--- config.mk ---
export PLATFORM = sky130hd
export DESIGN_NAME = tow_game_ctrl
export DESIGN_NICKNAME = d
export VERILOG_FILES = /design/src/rtl/tow_pkg.sv /design/src/rtl/tow_edge_detect.sv /design/src/rtl/tow_game_ctrl.sv
export SDC_FILE = /design/constraint.sdc
export NUM_CORES = 1
export LEC_CHECK = 0
export ABC_CLOCK_PERIOD_IN_PS = 1700
export CAP_MARGIN = 0
export CORE_MARGIN = 5
export CORE_UTILIZATION = 46
export CTS_CLUSTER_DIAMETER = 50
export DETAILED_ROUTE_END_ITERATION = 10
export GPL_TIMING_DRIVEN = 0
export PLACE_DENSITY = 0.74
export SYNTH_ARGS = -nofsm -noshare
export SYNTH_HDL_FRONTEND = slang
export SYNTH_HIERARCHICAL = 1
export SYNTH_SLANG_ARGS = --single-unit
--- constraint.sdc ---
create_clock -name clk -period 1.7 [get_ports clk]
set_input_delay 0.51 -clock clk [delete_from_list [all_inputs] [get_ports clk]]
set_output_delay 0.51 -clock clk [all_outputs]
set_load 0.01 [all_outputs]
--- src/rtl/tow_pkg.sv ---
`default_nettype none
// ============================================================================
// Module   : tow_pkg
// Brief    : Shared types and constants for the tug-of-war game controller.
//            Optional feature macro used by the controller: TOW_CPU_PLAYER_EN.
// Revision : 1.0 - initial release
// ============================================================================
package tow_pkg;

  // Controller phases: live play, post-win display hold, final game-over
  typedef enum logic [1:0] {
    PLAY      = 2'd0,
    WIN_HOLD  = 2'd1,
    GAME_OVER = 2'd2
  } tow_state_t;

  // Winner indicator as presented on the winner port
  typedef enum logic [1:0] {
    WIN_NONE  = 2'b00,
    WIN_RIGHT = 2'b01,
    WIN_LEFT  = 2'b10
  } tow_winner_t;

  localparam logic [9:0] LFSR_SEED = 10'h001;

  // 10-bit Fibonacci LFSR step, taps at bits 10 and 7 (1-based)
  function automatic logic [9:0] lfsr_next(input logic [9:0] cur);
    return {cur[8:0], cur[9] ^ cur[6]};
  endfunction

endpackage
`default_nettype wire

--- src/rtl/tow_edge_detect.sv ---
`default_nettype none
// ============================================================================
// Module   : tow_edge_detect
// Brief    : Rising-edge detector for one already-synchronized button level.
//            pulse is high for the cycle in which level is 1 and was 0 at the
//            previous clock edge.
// Revision : 1.0 - initial release
// ============================================================================
module tow_edge_detect (
  input  logic clk,
  input  logic reset,
  input  logic level,
  output logic pulse
);

  logic level_q;

  // Remember the level seen at the previous edge; cleared by reset so a
  // button held through reset release registers as one press
  always_ff @(posedge clk or negedge reset) begin
    if (!reset) begin
      level_q <= 1'b0;
    end else begin
      level_q <= level;
    end
  end

  assign pulse = level & ~level_q;

endmodule
`default_nettype wire

--- src/rtl/tow_game_ctrl.sv ---
`default_nettype none
// ============================================================================
// Module   : tow_game_ctrl
// Brief    : Tug-of-war controller. Edge-detects both player buttons, moves
//            the single lit light, scores wins, holds the win display and
//            restarts rounds. Define TOW_CPU_PLAYER_EN to replace the right
//            player with an LFSR-driven CPU opponent (adds port cpu_speed).
// Revision : 1.0 - initial release
// ============================================================================
module tow_game_ctrl #(
  parameter int NUM_LIGHTS = 9,
  parameter int SCORE_W    = 3,
  parameter int WIN_HOLD   = 4
) (
  input  logic                  clk,
  input  logic                  reset,
  input  logic                  L,
  input  logic                  R,
  input  logic                  restart,
`ifdef TOW_CPU_PLAYER_EN
  input  logic [3:0]            cpu_speed,
`endif
  output logic [NUM_LIGHTS-1:0] lights,
  output logic [SCORE_W-1:0]    left_score,
  output logic [SCORE_W-1:0]    right_score,
  output logic [1:0]            winner,
  output logic                  game_over
);

  import tow_pkg::*;

  localparam int                    CENTRE       = NUM_LIGHTS / 2;
  localparam logic [NUM_LIGHTS-1:0] CENTRE_LIGHT = NUM_LIGHTS'(1) << CENTRE;
  localparam logic [SCORE_W-1:0]    SCORE_MAX    = '1;
  localparam int                    HOLD_W       = (WIN_HOLD > 1) ? $clog2(WIN_HOLD) : 1;
  localparam logic [HOLD_W-1:0]     HOLD_LOAD    = HOLD_W'(WIN_HOLD - 1);

  tow_state_t        state;
  tow_state_t        state_nxt;
  tow_winner_t       win_q;
  logic [HOLD_W-1:0] hold_cnt;
  logic              lp;
  logic              rp;
  logic              move_left;
  logic              move_right;
  logic              hold_done;
  logic              winner_at_max;

  // ---------------------------------------------------------------- presses
  tow_edge_detect u_edge_left (
    .clk   (clk),
    .reset (reset),
    .level (L),
    .pulse (lp)
  );

`ifdef TOW_CPU_PLAYER_EN
  logic [9:0] lfsr;

  // Free-running pseudo-random source for the CPU player
  always_ff @(posedge clk or negedge reset) begin
    if (!reset) begin
      lfsr <= LFSR_SEED;
    end else begin
      lfsr <= lfsr_next(lfsr);
    end
  end

  // Higher cpu_speed widens the window of LFSR values that count as a press
  assign rp = (lfsr[3:0] < cpu_speed);
`else
  tow_edge_detect u_edge_right (
    .clk   (clk),
    .reset (reset),
    .level (R),
    .pulse (rp)
  );
`endif

  // Simultaneous presses cancel each other
  assign move_left  = lp & ~rp;
  assign move_right = rp & ~lp;

  assign hold_done     = (hold_cnt == '0);
  assign winner_at_max = (win_q == WIN_LEFT) ? (left_score == SCORE_MAX)
                                             : (right_score == SCORE_MAX);

  // ------------------------------------------------------------------- FSM
  // State register
  always_ff @(posedge clk or negedge reset) begin
    if (!reset) begin
      state <= PLAY;
    end else begin
      state <= state_nxt;
    end
  end

  // Next-state decode; restart overrides everything else
  always_comb begin
    state_nxt = state;
    if (restart) begin
      state_nxt = PLAY;
    end else begin
      case (state)
        PLAY: begin
          if ((move_left && lights[NUM_LIGHTS-1]) || (move_right && lights[0])) begin
            state_nxt = tow_pkg::WIN_HOLD;
          end
        end
        tow_pkg::WIN_HOLD: begin
          if (hold_done) begin
            state_nxt = winner_at_max ? GAME_OVER : PLAY;
          end
        end
        GAME_OVER: state_nxt = GAME_OVER;
        default:   state_nxt = PLAY;
      endcase
    end
  end

  // Output decode
  always_comb begin
    winner    = win_q;
    game_over = (state == GAME_OVER);
  end

  // -------------------------------------------------------------- datapath
  // Playfield, scores, winner and hold timer follow the current state
  always_ff @(posedge clk or negedge reset) begin
    if (!reset) begin
      lights      <= CENTRE_LIGHT;
      left_score  <= '0;
      right_score <= '0;
      win_q       <= WIN_NONE;
      hold_cnt    <= '0;
    end else if (restart) begin
      lights      <= CENTRE_LIGHT;
      left_score  <= '0;
      right_score <= '0;
      win_q       <= WIN_NONE;
      hold_cnt    <= '0;
    end else begin
      case (state)
        PLAY: begin
          if (move_left) begin
            if (lights[NUM_LIGHTS-1]) begin
              lights   <= '0;
              win_q    <= WIN_LEFT;
              hold_cnt <= HOLD_LOAD;
              if (left_score != SCORE_MAX) begin
                left_score <= left_score + SCORE_W'(1);
              end
            end else begin
              lights <= lights << 1;
            end
          end else if (move_right) begin
            if (lights[0]) begin
              lights   <= '0;
              win_q    <= WIN_RIGHT;
              hold_cnt <= HOLD_LOAD;
              if (right_score != SCORE_MAX) begin
                right_score <= right_score + SCORE_W'(1);
              end
            end else begin
              lights <= lights >> 1;
            end
          end
        end
        tow_pkg::WIN_HOLD: begin
          if (hold_done) begin
            // On game over the winner stays on display and the row stays dark
            if (!winner_at_max) begin
              lights <= CENTRE_LIGHT;
              win_q  <= WIN_NONE;
            end
          end else begin
            hold_cnt <= hold_cnt - HOLD_W'(1);
          end
        end
        GAME_OVER: begin
          lights <= '0;
        end
        default: begin
          lights <= CENTRE_LIGHT;
        end
      endcase
    end
  end

endmodule
`default_nettype wire
==> results of run 1 <==
flip-flops by register name, summed over array words and instances (netlist names):
signal / count
lights: 9
left_score: 3
u_edge_left/level_q: 1
right_score: 3
hold_cnt: 2
state: 2
winner: 2
u_edge_right/level_q: 1
logic make-up (layout without fill, tap and decap cells):
logic type	after synthesis	in the layout
adders and majority gates	5	5
xor gates and xnor gates	3	3
muxes	4	4
and+or+nand+nor	48	48
DFF	23	23
buffers and inverters	14	62
AOI/OAI and AO/OA	31	31
metal layers:
| metal | vias to the layer above | track usage [%] | part of all wire (%) |
|---|---|---|---|
| met5 | - | 0 | 0 |
| met1 | 574 | 21.7 | 42 |
| met4 | 0 | 7.96 | 1.9 |
| met2 | 50 | 28.7 | 51 |
| met3 | 7 | 2.31 | 5.3 |
| li1 | 566 | - | - |
synth_stat cells (3+ instances only):
| cell type | count |
|---|---|
| sky130_fd_sc_hd__a211oi_1 | 3 |
| sky130_fd_sc_hd__a21o_1 | 3 |
| sky130_fd_sc_hd__a31oi_1 | 7 |
| sky130_fd_sc_hd__buf_2 | 3 |
| sky130_fd_sc_hd__clkbuf_1 | 3 |
| sky130_fd_sc_hd__dfrtp_1 | 22 |
| sky130_fd_sc_hd__ha_1 | 5 |
| sky130_fd_sc_hd__inv_1 | 6 |
| sky130_fd_sc_hd__mux2i_1 | 4 |
| sky130_fd_sc_hd__nand2_1 | 8 |
| sky130_fd_sc_hd__nand2b_1 | 3 |
| sky130_fd_sc_hd__nor2_1 | 11 |
| sky130_fd_sc_hd__nor3_1 | 7 |
| sky130_fd_sc_hd__nor3b_1 | 4 |
| sky130_fd_sc_hd__o2bb2ai_1 | 7 |
through the flow:
step	setup TNS, ns	total power (W)	util, %
after detailed placement	-11.91	0.000684	57.0
after global placement	-10.37	0.000681	57.0
after CTS	-0.0153	0.000943	64.0
after floorplan	0	0.000633	-
after global routing	-0.142	0.000984	67.5
final	0	0.000943	67.5
power by group:
| group | internal (W) | total (W) | switching (W) |
|---|---|---|---|
| clock | 0.0000919 | 0.000269 | 0.000177 |
| sequential | 0.000560 | 0.000567 | 0.00000790 |
| combinational | 0.0000448 | 0.000107 | 0.0000625 |
| total | 0.000696 | 0.000943 | 0.000247 |
path summary, 6_finish.rpt:
| path | start | end | slack, ns |
|---|---|---|---|
| worst max-delay path | right_score[0] | lights[8] | 0.02 |
| worst min-delay path | L | u_edge_left/level_q | 0.42 |
| worst min register to register | lights[4] | lights[4] | 0.55 |
| max in group asynchronous | reset | lights[0] | 0.30 |
| min in group asynchronous | reset | lights[6] | 0.72 |
| worst max register to register | right_score[0] | lights[8] | 0.02 |
repair_timing:
item                       CTS  global route
setup buffers               19             7
resized for setup           38            16
setup endpoints to repair   37            20
pin swaps                    3             5
cloned                       0             0
hold endpoints to repair     0             0
area by class of cell:
cell class / count / area share [%]
clock buffers: 4 / 1.42
well taps: 31 / 2.10
inverters: 6 / 1.22
multi-input cells: 91 / 40.7
plain buffers: 5 / 2.24
repair buffers: 47 / 20.8
flip-flops and latches: 23 / 31.5
==> impl_table.tex, run 1 <==
\begin{tabular}{lr}
\hline
Metric & Value \\
\hline
\multicolumn{2}{l}{\textbf{Run}} \\
\quad Max Cap Viol & 0 \\
\multicolumn{2}{l}{\textbf{Place}} \\
\quad Dpl ws & -0.561 ns \\
\quad Detailed-placement wirelength estimate & 2060 µm \\
\quad Number of port buffers & 22 \\
\quad DP Area & 1560 µm² \\
\quad Placed insts & 181 \\
\quad Final weighted congestion in routability-driven placement & 0.833 \\
\multicolumn{2}{l}{\textbf{Finish}} \\
\quad Syn-to-layout area delta & 42.1\% \\
\quad Register Area & 581 µm² \\
\quad Fill cells & 220 \\
\quad Multi-input gate area in the final layout & 751 µm² \\
\quad Non-filler instance count after layout & 207 \\
\quad Number of diodes added for antenna fixing & 0 \\
\quad Most common cell after layout, fill and taps aside & sky130\_fd\_sc\_hd\_\_buf\_4 \\
\quad Net count reported at finish & 187 \\
\quad Top library cells by usage in the layout, fill and taps aside & sky130\_fd\_sc\_hd\_\_buf\_4 (24), sky130\_fd\_sc\_hd\_\_dfrtp\_1 (19), sky130\_fd\_sc\_hd\_\_dlygate4sd2\_1 (17) \\
\quad Non-Filler Cell Area, Final & 1840 µm² \\
\quad Proportion of layout cells with a drive suffix above 1 & 29.5\% \\
\multicolumn{2}{l}{\textbf{STA}} \\
\quad Final worst clock skew & 0.00702 ns \\
\quad Hold WS & 0.421 ns \\
\quad Max-slew violation count & 0 \\
\quad Final-report hold violation count & 0 \\
\quad Number of failing setup endpoints in the final timing report & 0 \\
\quad Least-Margin Pin Slew & 1.01 ns \\
\quad Final worst setup slack & 0.0174 ns \\
\quad Headroom to the max-slew limit & 32.7\% \\
\quad Part of the cycle the worst path needs & 99.0\% \\
\quad Minimum clock period after layout & 1.68 ns \\
\quad RSZ-0062 raised after global routing & yes \\
\quad Achievable clock frequency & 594 MHz \\
\multicolumn{2}{l}{\textbf{Global route}} \\
\quad GRT Resource Usage Total & 17.2\% \\
\quad Wire length of the first global-routing pass & 5590 µm \\
\quad Remaining Overflow, GRT & 0 \\
\quad Via count of the first global-routing pass & 1221 \\
\quad Maximum number of pins on one net before global-route repair & 24 \\
\quad Initial antenna violation count & 0 \\
\multicolumn{2}{l}{\textbf{Hold path}} \\
\quad Class of the tightest hold or removal check & in -> reg \\
\quad Cells on Worst Hold Path & 1 \\
\multicolumn{2}{l}{\textbf{Clocking}} \\
\quad Clock root buffer & sky130\_fd\_sc\_hd\_\_clkbuf\_4 \\
\quad Buffer depth of the longest clock path & 2 \\
\quad Hold bufs inserted after CTS & 0 \\
\quad Clock buffers created by TritonCTS & 3 \\
\quad Number of H-tree levels & 1 \\
\quad Clock latency at the later pin of the worst-skew pair & 0.32 ns \\
\quad Clock slew seen by the registers of the worst setup and hold paths & 0.14 ns \\
\quad CTS tree & built \\
\quad Clock sink total & 23 \\
\multicolumn{2}{l}{\textbf{Yosys}} \\
\quad Cells after synthesis & 128 \\
\quad Xor and xnor fraction of the mapped netlist area & 2.03\% \\
\quad Top-area cell type share of the netlist area & 42.4\% \\
\quad Mean Syn Cell Area & 10.1 µm² \\
\quad Sequential share of the synthesized area & 44.5\% \\
\quad Proportion of synthesized flip-flops having asynchronous set or reset & 100\% \\
\quad Simple-gate area share of the yosys netlist & 23.4\% \\
\quad Fraction of the mapped netlist area in compound gates & 17.5\% \\
\quad Synthesis Warnings & 6 \\
\quad Main flop type after synthesis & sky130\_fd\_sc\_hd\_\_dfrtp\_1 \\
\quad Mux cell area share after synthesis & 3.09\% \\
\quad Summed instance area of the synthesized netlist & 1300 µm² \\
\quad Dominant combinational cell family by area after synthesis & simple AND/OR/NAND/NOR gates \\
\quad Number of enable flip-flop cells after synthesis & 0 \\
\quad Synth Area in Adders & 4.82\% \\
\quad Largest cells by area after synthesis & sky130\_fd\_sc\_hd\_\_dfrtp\_1 (42\%), sky130\_fd\_sc\_hd\_\_ha\_1 (4.8\%), sky130\_fd\_sc\_hd\_\_o2bb2ai\_1 (4.7\%) \\
\quad Number of register bits inferred by synthesis & 23 \\
\quad Net count after synthesis & 138 \\
\quad Top cell type by total area after synthesis & sky130\_fd\_sc\_hd\_\_dfrtp\_1 \\
\quad Yosys cell types & 40 \\
\multicolumn{2}{l}{\textbf{Detailed routing}} \\
\quad Antenna Nets Post-Route & 0 \\
\quad Total vias in the final route & 1197 \\
\quad Residual DRC count & 0 \\
\quad 1st-pass router iterations & 4 \\
\quad Routed len/inst & 15.7 µm \\
\quad Number of violations reported at the end of detailed-routing iteration 0 & 22 \\
\quad Sum of routed wire length over all layers & 3260 µm \\
\quad Via-to-Cell Ratio & 5.78 \\
\multicolumn{2}{l}{\textbf{Pwr}} \\
\quad P\_leak & 0.918 nW \\
\quad Power density normalized to cell area & 511 nW/µm² \\
\quad Worst supply voltage drop on vdd & 0.553 mV \\
\multicolumn{2}{l}{\textbf{Setup path}} \\
\quad Slowest Stage Delay on Critical Path & 0.43 ns \\
\quad Buffer and inverter count on the worst path & 2 \\
\quad Required time worst endpoint & 1.92 ns \\
\quad Biggest fanout along the worst timing path & 9 \\
\quad Crit-path leading delay family & compound AO/OA/AOI/OAI gates \\
\quad Critical path endpoint category & flip-flop \\
\quad Number of gates on the worst path with buffers counted & 6 \\
\quad Critical path, cell by cell & buf\_6 -> buf\_4 -> and3\_1 -> o2bb2ai\_1 -> a22o\_1 -> a21o\_1 \\
\quad Cell count of the worst reg-to-reg path & 6 \\
\quad CP Data Arrival Time & 1.90 ns \\
\quad Type of element launching the critical path & flip-flop \\
\quad Crit path max-delay cell type & sky130\_fd\_sc\_hd\_\_dfrtp\_1 \\
\quad Crit Path Class & reg -> reg \\
\multicolumn{2}{l}{\textbf{Run status}} \\
\quad Outcome & complete, no violations \\
\multicolumn{2}{l}{\textbf{Floorplan}} \\
\quad X dimension of the die & 63.1 µm \\
\quad Total core area & 2730 µm² \\
\quad Std cell rows & 19 \\
\quad Area enclosed by the die boundary & 3980 µm² \\
\quad Overall die height & 63.1 µm \\
\quad I/O Pins & 23 \\
\quad Starting density of the core & 47.5\% \\
\hline
\end{tabular}
No activity file was read; power rests on OpenSTA's default activity.
==> run 2, diff against run 1 <==
--- a/config.mk
+++ b/config.mk
@@ -13,6 +13,7 @@
 export DETAILED_ROUTE_END_ITERATION = 10
 export GPL_TIMING_DRIVEN = 0
 export PLACE_DENSITY = 0.74
+export SKIP_CTS_REPAIR_TIMING = 1
 export SYNTH_ARGS = -nofsm -noshare
 export SYNTH_HDL_FRONTEND = slang
 export SYNTH_HIERARCHICAL = 1
==> run 2 against run 1 <==
- the run now ends with setup timing left
- fmax shrank 2.2%
- count of clock-buffer cells in the layout is the same
- final cell count shrank 0.97%
- clock power shrank 2%
- hold slack lost 0.11 ns
- critical path depth grew 2
- die area is the same
- register-to-register slack lost 0.03 ns
- global-route usage shrank 1.9 points
==> impl_table.tex, run 2 (synthesis gave the netlist of run 1 again) <==
\begin{tabular}{lr}
\hline
Metric & Value \\
\hline
\multicolumn{2}{l}{\textbf{Setup path}} \\
\quad Required time worst endpoint & 1.90 ns (-0.02 ns) \\
\quad Crit Path Class & in -> reg \\
\quad Type of element launching the critical path & primary input \\
\quad CP Data Arrival Time & 1.92 ns (+0.02 ns) \\
\quad Buffer and inverter count on the worst path & 3 (+1) \\
\quad Slowest Stage Delay on Critical Path & 0.49 ns (+0.06 ns) \\
\quad Critical path, cell by cell & dlymetal6s2s\_1 -> nor2b\_4 -> buf\_4 -> nand3b\_4 -> or4\_4 -> buf\_6 -> xor2\_1 -> nor2\_1 \\
\quad Crit-path leading delay family & simple AND/OR/NAND/NOR gates \\
\quad Crit path max-delay cell type & sky130\_fd\_sc\_hd\_\_or4\_4 \\
\quad Biggest fanout along the worst timing path & 3 (-6) \\
\quad Critical path endpoint category & flip-flop \\
\multicolumn{2}{l}{\textbf{Pwr}} \\
\quad Worst supply voltage drop on vdd & 0.548 mV (-0.90\%) \\
\quad P\_leak & 1.15 nW (+26\%) \\
\quad Post-route total power & 0.000943 W (about the same) \\
\quad Power density normalized to cell area & 503 nW/µm² (-1.7\%) \\
\multicolumn{2}{l}{\textbf{STA}} \\
\quad Least-Margin Pin Slew & 1.06 ns (+0.0530 ns) \\
\quad Number of failing setup endpoints in the final timing report & 3 (+3) \\
\quad Final worst clock skew & 0.00236 ns (-0.00466 ns) \\
\quad Headroom to the max-slew limit & 29.2\% (-3.5 points) \\
\quad Max-slew violation count & 0 (unchanged) \\
\quad Minimum clock period after layout & 1.72 ns (+0.0381 ns) \\
\quad Final-report hold violation count & 0 (unchanged) \\
\quad Final worst setup slack & -0.0208 ns (-0.0381 ns) \\
\quad Achievable clock frequency & 581 MHz (-2.2\%) \\
\quad Part of the cycle the worst path needs & 101\% (+2.2 points) \\
\quad RSZ-0062 raised after global routing & yes \\
\multicolumn{2}{l}{\textbf{Clocking}} \\
\quad Clock sink total & 23 (unchanged) \\
\quad Clock slew seen by the registers of the worst setup and hold paths & 0.13 ns (about the same) \\
\quad Buffer depth of the longest clock path & 2 (unchanged) \\
\quad Clock latency at the later pin of the worst-skew pair & 0.32 ns (about the same) \\
\quad Clock root buffer & sky130\_fd\_sc\_hd\_\_clkbuf\_4 \\
\quad CTS tree & built \\
\quad Clock buffers created by TritonCTS & 3 (unchanged) \\
\quad Number of H-tree levels & 1 (unchanged) \\
\multicolumn{2}{l}{\textbf{Detailed routing}} \\
\quad Number of violations reported at the end of detailed-routing iteration 0 & 39 (+77\%) \\
\quad Total vias in the final route & 1175 (-1.8\%) \\
\quad Routed len/inst & 16.2 µm (+3.0\%) \\
\quad Sum of routed wire length over all layers & 3320 µm (+2.0\%) \\
\quad Residual DRC count & 0 (unchanged) \\
\quad 1st-pass router iterations & 4 (unchanged) \\
\quad Antenna Nets Post-Route & 0 (unchanged) \\
\quad Via-to-Cell Ratio & 5.73 (-0.88\%) \\
\multicolumn{2}{l}{\textbf{Place}} \\
\quad Final weighted congestion in routability-driven placement & 0.833 (unchanged) \\
\quad Detailed-placement wirelength estimate & 2060 µm (unchanged) \\
\quad Placed insts & 181 (unchanged) \\
\quad Number of port buffers & 22 (unchanged) \\
\multicolumn{2}{l}{\textbf{Global route}} \\
\quad GRT Resource Usage Total & 15.3\% (-1.9 points) \\
\quad Initial antenna violation count & 0 (unchanged) \\
\quad Remaining Overflow, GRT & 0 (unchanged) \\
\quad Via count of the first global-routing pass & 1095 (-10\%) \\
\quad Maximum number of pins on one net before global-route repair & 24 (unchanged) \\
\quad Wire length of the first global-routing pass & 4970 µm (-11\%) \\
\multicolumn{2}{l}{\textbf{Floorplan}} \\
\quad X dimension of the die & 63.1 µm (unchanged) \\
\quad Std cell rows & 19 (unchanged) \\
\quad Area enclosed by the die boundary & 3980 µm² (unchanged) \\
\quad Starting density of the core & 47.5\% (unchanged) \\
\quad Overall die height & 63.1 µm (unchanged) \\
\quad I/O Pins & 23 (unchanged) \\
\quad Total core area & 2730 µm² (unchanged) \\
\multicolumn{2}{l}{\textbf{Run}} \\
\quad Max Cap Viol & 0 (unchanged) \\
\multicolumn{2}{l}{\textbf{Finish}} \\
\quad Syn-to-layout area delta & 44.6\% \\
\quad Non-filler instance count after layout & 205 (-0.97\%) \\
\quad Register ranked first by flip-flop count & lights \\
\quad Top library cells by usage in the layout, fill and taps aside & sky130\_fd\_sc\_hd\_\_buf\_4 (22), sky130\_fd\_sc\_hd\_\_dfrtp\_1 (19), sky130\_fd\_sc\_hd\_\_dlymetal6s2s\_1 (19) \\
\quad Largest registers & lights (9), left\_score (3), right\_score (3) \\
\quad Proportion of layout cells with a drive suffix above 1 & 28.7\% (-0.81 points) \\
\quad Largest register FFs & 9 (unchanged) \\
\quad Most common cell after layout, fill and taps aside & sky130\_fd\_sc\_hd\_\_buf\_4 \\
\quad Net count reported at finish & 185 (-1.1\%) \\
\quad Number of diodes added for antenna fixing & 0 (unchanged) \\
\multicolumn{2}{l}{\textbf{Hold path}} \\
\quad Class of the tightest hold or removal check & in -> reg \\
\multicolumn{2}{l}{\textbf{Run status}} \\
\quad Violations in the final reports & setup timing \\
\quad Outcome & finished with violations \\
\hline
\end{tabular}
-- run 2: final timing paths --
check / from / end / slack, ns / cells after the start
worst max-delay path: R / left_score[0] / -0.02 / 8
worst min-delay path: L / u_edge_left/level_q / 0.31 / 1
worst max register to register: u_edge_right/level_q / left_score[0] / -0.01 / 7
worst min register to register: lights[4] / lights[4] / 0.54 / 2
max in group asynchronous: reset / lights[0] / 0.25 / 1
min in group asynchronous: reset / lights[6] / 0.75 / 1
-- run 2: area by class of cell --
class / count / area (µm²)
plain buffers: 7 / 50.0
repair buffers: 43 / 424
multi-input cells: 91 / 733
clock buffers: 4 / 26.3
fillers: 215 / 858
flip-flops and latches: 23 / 581
inverters: 6 / 22.5
well taps: 31 / 38.8
-- run 2: power by group --
group / leakage [nW] / switching [W] / internal (W)
Sequential: 0.307 / 0.00000918 / 0.000560
Clock: 0.0150 / 0.000172 / 0.0000919
Combinational: 0.831 / 0.0000616 / 0.0000486
-- run 2: stage by stage --
step	TNS (ns)	area [µm²]	util [%]	setup WS, ns	hold slack, ns
after floorplan	0	1300	-	0.0180	0.214
after global placement	-10.37	1560	57.0	-0.530	0.510
after detailed placement	-11.91	1560	57.0	-0.561	0.515
after CTS	-5.69	1590	58.0	-0.652	0.543
after global routing	-0.336	1880	68.6	-0.0877	0.301
final	-0.0401	1880	68.6	-0.0208	0.315
-- run 2: layer usage --
metal	part of all wire [%]	routed length, µm	up-vias	GRT usage (%)
li1	-	-	562	-
met3	3.6	121	7	2.31
met4	1.7	57	0	7.43
met1	44	1460	574	19.7
met2	51	1690	32	24.7
met5	0	0	-	0
==> run 3, diff against run 2 <==
--- a/config.mk
+++ b/config.mk
@@ -13,6 +13,7 @@
 export DETAILED_ROUTE_END_ITERATION = 10
 export GPL_TIMING_DRIVEN = 0
 export PLACE_DENSITY = 0.74
+export SETUP_SLACK_MARGIN = 0.02
 export SKIP_CTS_REPAIR_TIMING = 1
 export SYNTH_ARGS = -nofsm -noshare
 export SYNTH_HDL_FRONTEND = slang
==> run 3 against run 2 <==
- the flow still finishes with violations (setup timing)
- count of clock-buffer cells in the layout shrank 1
- core utilization shrank 1.8 points
- sequential power is essentially flat
- sequential share of layout area grew 0.78 points
- critical path depth shrank 4
- total power grew 3.6%
- wire length shrank 7.9%
- global-route usage shrank 0.13 points
- worst setup slack lost 0.12 ns
- non-clock buffer count shrank 7
- via count shrank 3.6%
- design area shrank 2.7%
- highest routed layer unchanged
==> impl_table.tex, run 3 (synthesis gave the netlist of run 1 again) <==
\begin{tabular}{lr}
\hline
Metric & Value \\
\hline
\multicolumn{2}{l}{\textbf{Detailed routing}} \\
\quad 1st-pass router iterations & 4 (unchanged) \\
\quad Number of violations reported at the end of detailed-routing iteration 0 & 15 (-62\%) \\
\quad Via-to-Cell Ratio & 5.72 (-0.17\%) \\
\quad Sum of routed wire length over all layers & 3060 µm (-7.9\%) \\
\quad Antenna Nets Post-Route & 0 (unchanged) \\
\quad Routed len/inst & 15.5 µm (-4.6\%) \\
\quad Residual DRC count & 0 (unchanged) \\
\quad Total vias in the final route & 1133 (-3.6\%) \\
\multicolumn{2}{l}{\textbf{Finish}} \\
\quad Fill cells & 205 (-4.7\%) \\
\quad Register ranked first by flip-flop count & lights \\
\quad Proportion of layout cells with a drive suffix above 1 & 24.0\% (-4.8 points) \\
\quad Largest registers & lights (9), left\_score (3), right\_score (3) \\
\quad Number of diodes added for antenna fixing & 0 (unchanged) \\
\quad Largest register FFs & 9 (unchanged) \\
\quad Syn-to-layout area delta & 40.7\% \\
\quad Most common cell after layout, fill and taps aside & sky130\_fd\_sc\_hd\_\_dfrtp\_1 \\
\quad Net count reported at finish & 178 (-3.8\%) \\
\quad Top library cells by usage in the layout, fill and taps aside & sky130\_fd\_sc\_hd\_\_dfrtp\_1 (20), sky130\_fd\_sc\_hd\_\_dlymetal6s2s\_1 (19), sky130\_fd\_sc\_hd\_\_buf\_4 (12) \\
\multicolumn{2}{l}{\textbf{STA}} \\
\quad Achievable clock frequency & 544 MHz (-6.4\%) \\
\quad RSZ-0062 raised after global routing & yes \\
\quad Number of failing setup endpoints in the final timing report & 4 (+1) \\
\quad Final-report hold violation count & 0 (unchanged) \\
\quad Least-Margin Pin Slew & 1.02 ns (-0.0387 ns) \\
\quad Headroom to the max-slew limit & 31.8\% (+2.6 points) \\
\quad Part of the cycle the worst path needs & 108\% (+7.0 points) \\
\quad Minimum clock period after layout & 1.84 ns (+0.118 ns) \\
\quad Max-slew violation count & 0 (unchanged) \\
\quad Final worst clock skew & 0.0139 ns (+0.0115 ns) \\
\quad Final-layout setup total negative slack & -0.280 ns (-0.239 ns) \\
\quad Final worst setup slack & -0.139 ns (-0.118 ns) \\
\multicolumn{2}{l}{\textbf{Hold path}} \\
\quad Cells on Worst Hold Path & 1 (unchanged) \\
\quad Endpoint of the worst hold path & u\_edge\_right/level\_q \\
\quad Class of the tightest hold or removal check & in -> reg \\
\quad Origin of the worst min-delay path & R \\
\multicolumn{2}{l}{\textbf{Setup path}} \\
\quad Type of element launching the critical path & flip-flop \\
\quad Start of the worst register-to-register path & left\_score[1] \\
\quad Cell count of the worst reg-to-reg path & 6 (-1) \\
\quad Biggest fanout along the worst timing path & 10 (+7) \\
\quad Critical path endpoint category & output port \\
\quad Worst R2R End & left\_score[1] \\
\quad Required time worst endpoint & 1.19 ns (-0.71 ns) \\
\quad Crit Path Class & reg -> out \\
\quad Register-to-register setup slack & -0.06 ns (-0.05 ns) \\
\quad CP Data Arrival Time & 1.33 ns (-0.59 ns) \\
\multicolumn{2}{l}{\textbf{Pwr}} \\
\quad P\_leak & 1.12 nW (-2.7\%) \\
\quad Power density normalized to cell area & 535 nW/µm² (+6.4\%) \\
\quad Worst supply voltage drop on vdd & 0.595 mV (+8.6\%) \\
\multicolumn{2}{l}{\textbf{Floorplan}} \\
\quad Overall die height & 63.1 µm (unchanged) \\
\quad Starting density of the core & 47.5\% (unchanged) \\
\quad X dimension of the die & 63.1 µm (unchanged) \\
\quad I/O Pins & 23 (unchanged) \\
\quad Area enclosed by the die boundary & 3980 µm² (unchanged) \\
\quad Std cell rows & 19 (unchanged) \\
\quad Total core area & 2730 µm² (unchanged) \\
\multicolumn{2}{l}{\textbf{Global route}} \\
\quad GRT Resource Usage Total & 15.1\% (-0.13 points) \\
\quad Wire length of the first global-routing pass & 4830 µm (-2.8\%) \\
\quad Via count of the first global-routing pass & 1093 (-0.18\%) \\
\quad Initial antenna violation count & 0 (unchanged) \\
\quad Remaining Overflow, GRT & 0 (unchanged) \\
\quad Maximum number of pins on one net before global-route repair & 24 (unchanged) \\
\multicolumn{2}{l}{\textbf{Place}} \\
\quad Number of port buffers & 22 (unchanged) \\
\quad Dpl ws & -0.579 ns (-0.0178 ns) \\
\quad Detailed-placement wirelength estimate & 2010 µm (-2.6\%) \\
\quad Final weighted congestion in routability-driven placement & 0.832 (-0.12\%) \\
\multicolumn{2}{l}{\textbf{Clocking}} \\
\quad Clock root buffer & sky130\_fd\_sc\_hd\_\_clkbuf\_4 \\
\quad Clock slew seen by the registers of the worst setup and hold paths & 0.15 ns (+0.02 ns) \\
\quad Clock latency at the later pin of the worst-skew pair & 0.34 ns (+0.02 ns) \\
\quad Number of H-tree levels & 1 (unchanged) \\
\quad Clock sink total & 23 (unchanged) \\
\quad CTS tree & built \\
\quad Buffer depth of the longest clock path & 2 (unchanged) \\
\quad Clock buffers created by TritonCTS & 3 (unchanged) \\
\multicolumn{2}{l}{\textbf{Run status}} \\
\quad Violations in the final reports & setup timing \\
\quad Outcome & finished with violations \\
\multicolumn{2}{l}{\textbf{Run}} \\
\quad Max Cap Viol & 0 (unchanged) \\
\hline
\end{tabular}
-- run 3: changes by cell type in the layout (fill, tap and decap cells not counted), sizes merged --
cell / previous run / this run
clkinvlp: 0 / 1
clkbuf: 7 / 5
buf: 26 / 20
-- run 3: critical path: stages, from the launching register on --
cell                      delay, ns
sky130_fd_sc_hd__dfrtp_1       0.39
sky130_fd_sc_hd__buf_2         0.18
sky130_fd_sc_hd__buf_4         0.18
sky130_fd_sc_hd__nor2b_1       0.10
sky130_fd_sc_hd__buf_2         0.13
-- run 3: area by class of cell --
cell class	count	area, µm²	share of cell area [%]
clock buffer	3	22.5	1.23
inverter	6	22.5	1.23
sequential	23	579	31.7
tap	31	38.8	2.12
buffer	8	58.8	3.22
clock inverter	1	7.51	0.411
multi-input combinational	91	724	39.7
timing repair buffer	35	372	20.4
-- run 3: worst max-delay path by stage --
stage	from	end	cells after the start
floorplan	left_score[0]	left_score[1]	6
global placement	R	winner[1]	6
detailed placement	L	left_score[1]	7
CTS	state[0]	game_over	4
global route	state[0]	game_over	4
finish	state[0]	game_over	4
-- run 3: power breakdown --
group	switching, W	internal [W]
sequential	0.00000871	0.000560
combinational	0.0000653	0.0000611
clock	0.000191	0.0000904
-- run 3: layer usage --
layer / vias up / GRT usage (%) / routed length (µm)
met5: - / 0 / 0
met4: 0 / 8.22 / 65
met3: 7 / 3.20 / 149
met2: 33 / 25.0 / 1490
met1: 546 / 18.2 / 1360
li1: 547 / - / -
-- run 3: per-stage QoR --
stage / util [%] / cells / instance area, µm² / hold WS [ns] / total power, W
6_report: 66.8 / 198 / 1830 / 0.312 / 0.000976
3_5_place_dp: 57.0 / 181 / 1560 / 0.518 / 0.000683
5_1_grt: 66.8 / 198 / 1830 / 0.315 / 0.00101
4_1_cts: 58.1 / 185 / 1590 / 0.539 / 0.000954
2_1_floorplan: - / 128 / 1300 / 0.214 / 0.000633
3_3_place_gp: 57.0 / 181 / 1560 / 0.509 / 0.000681
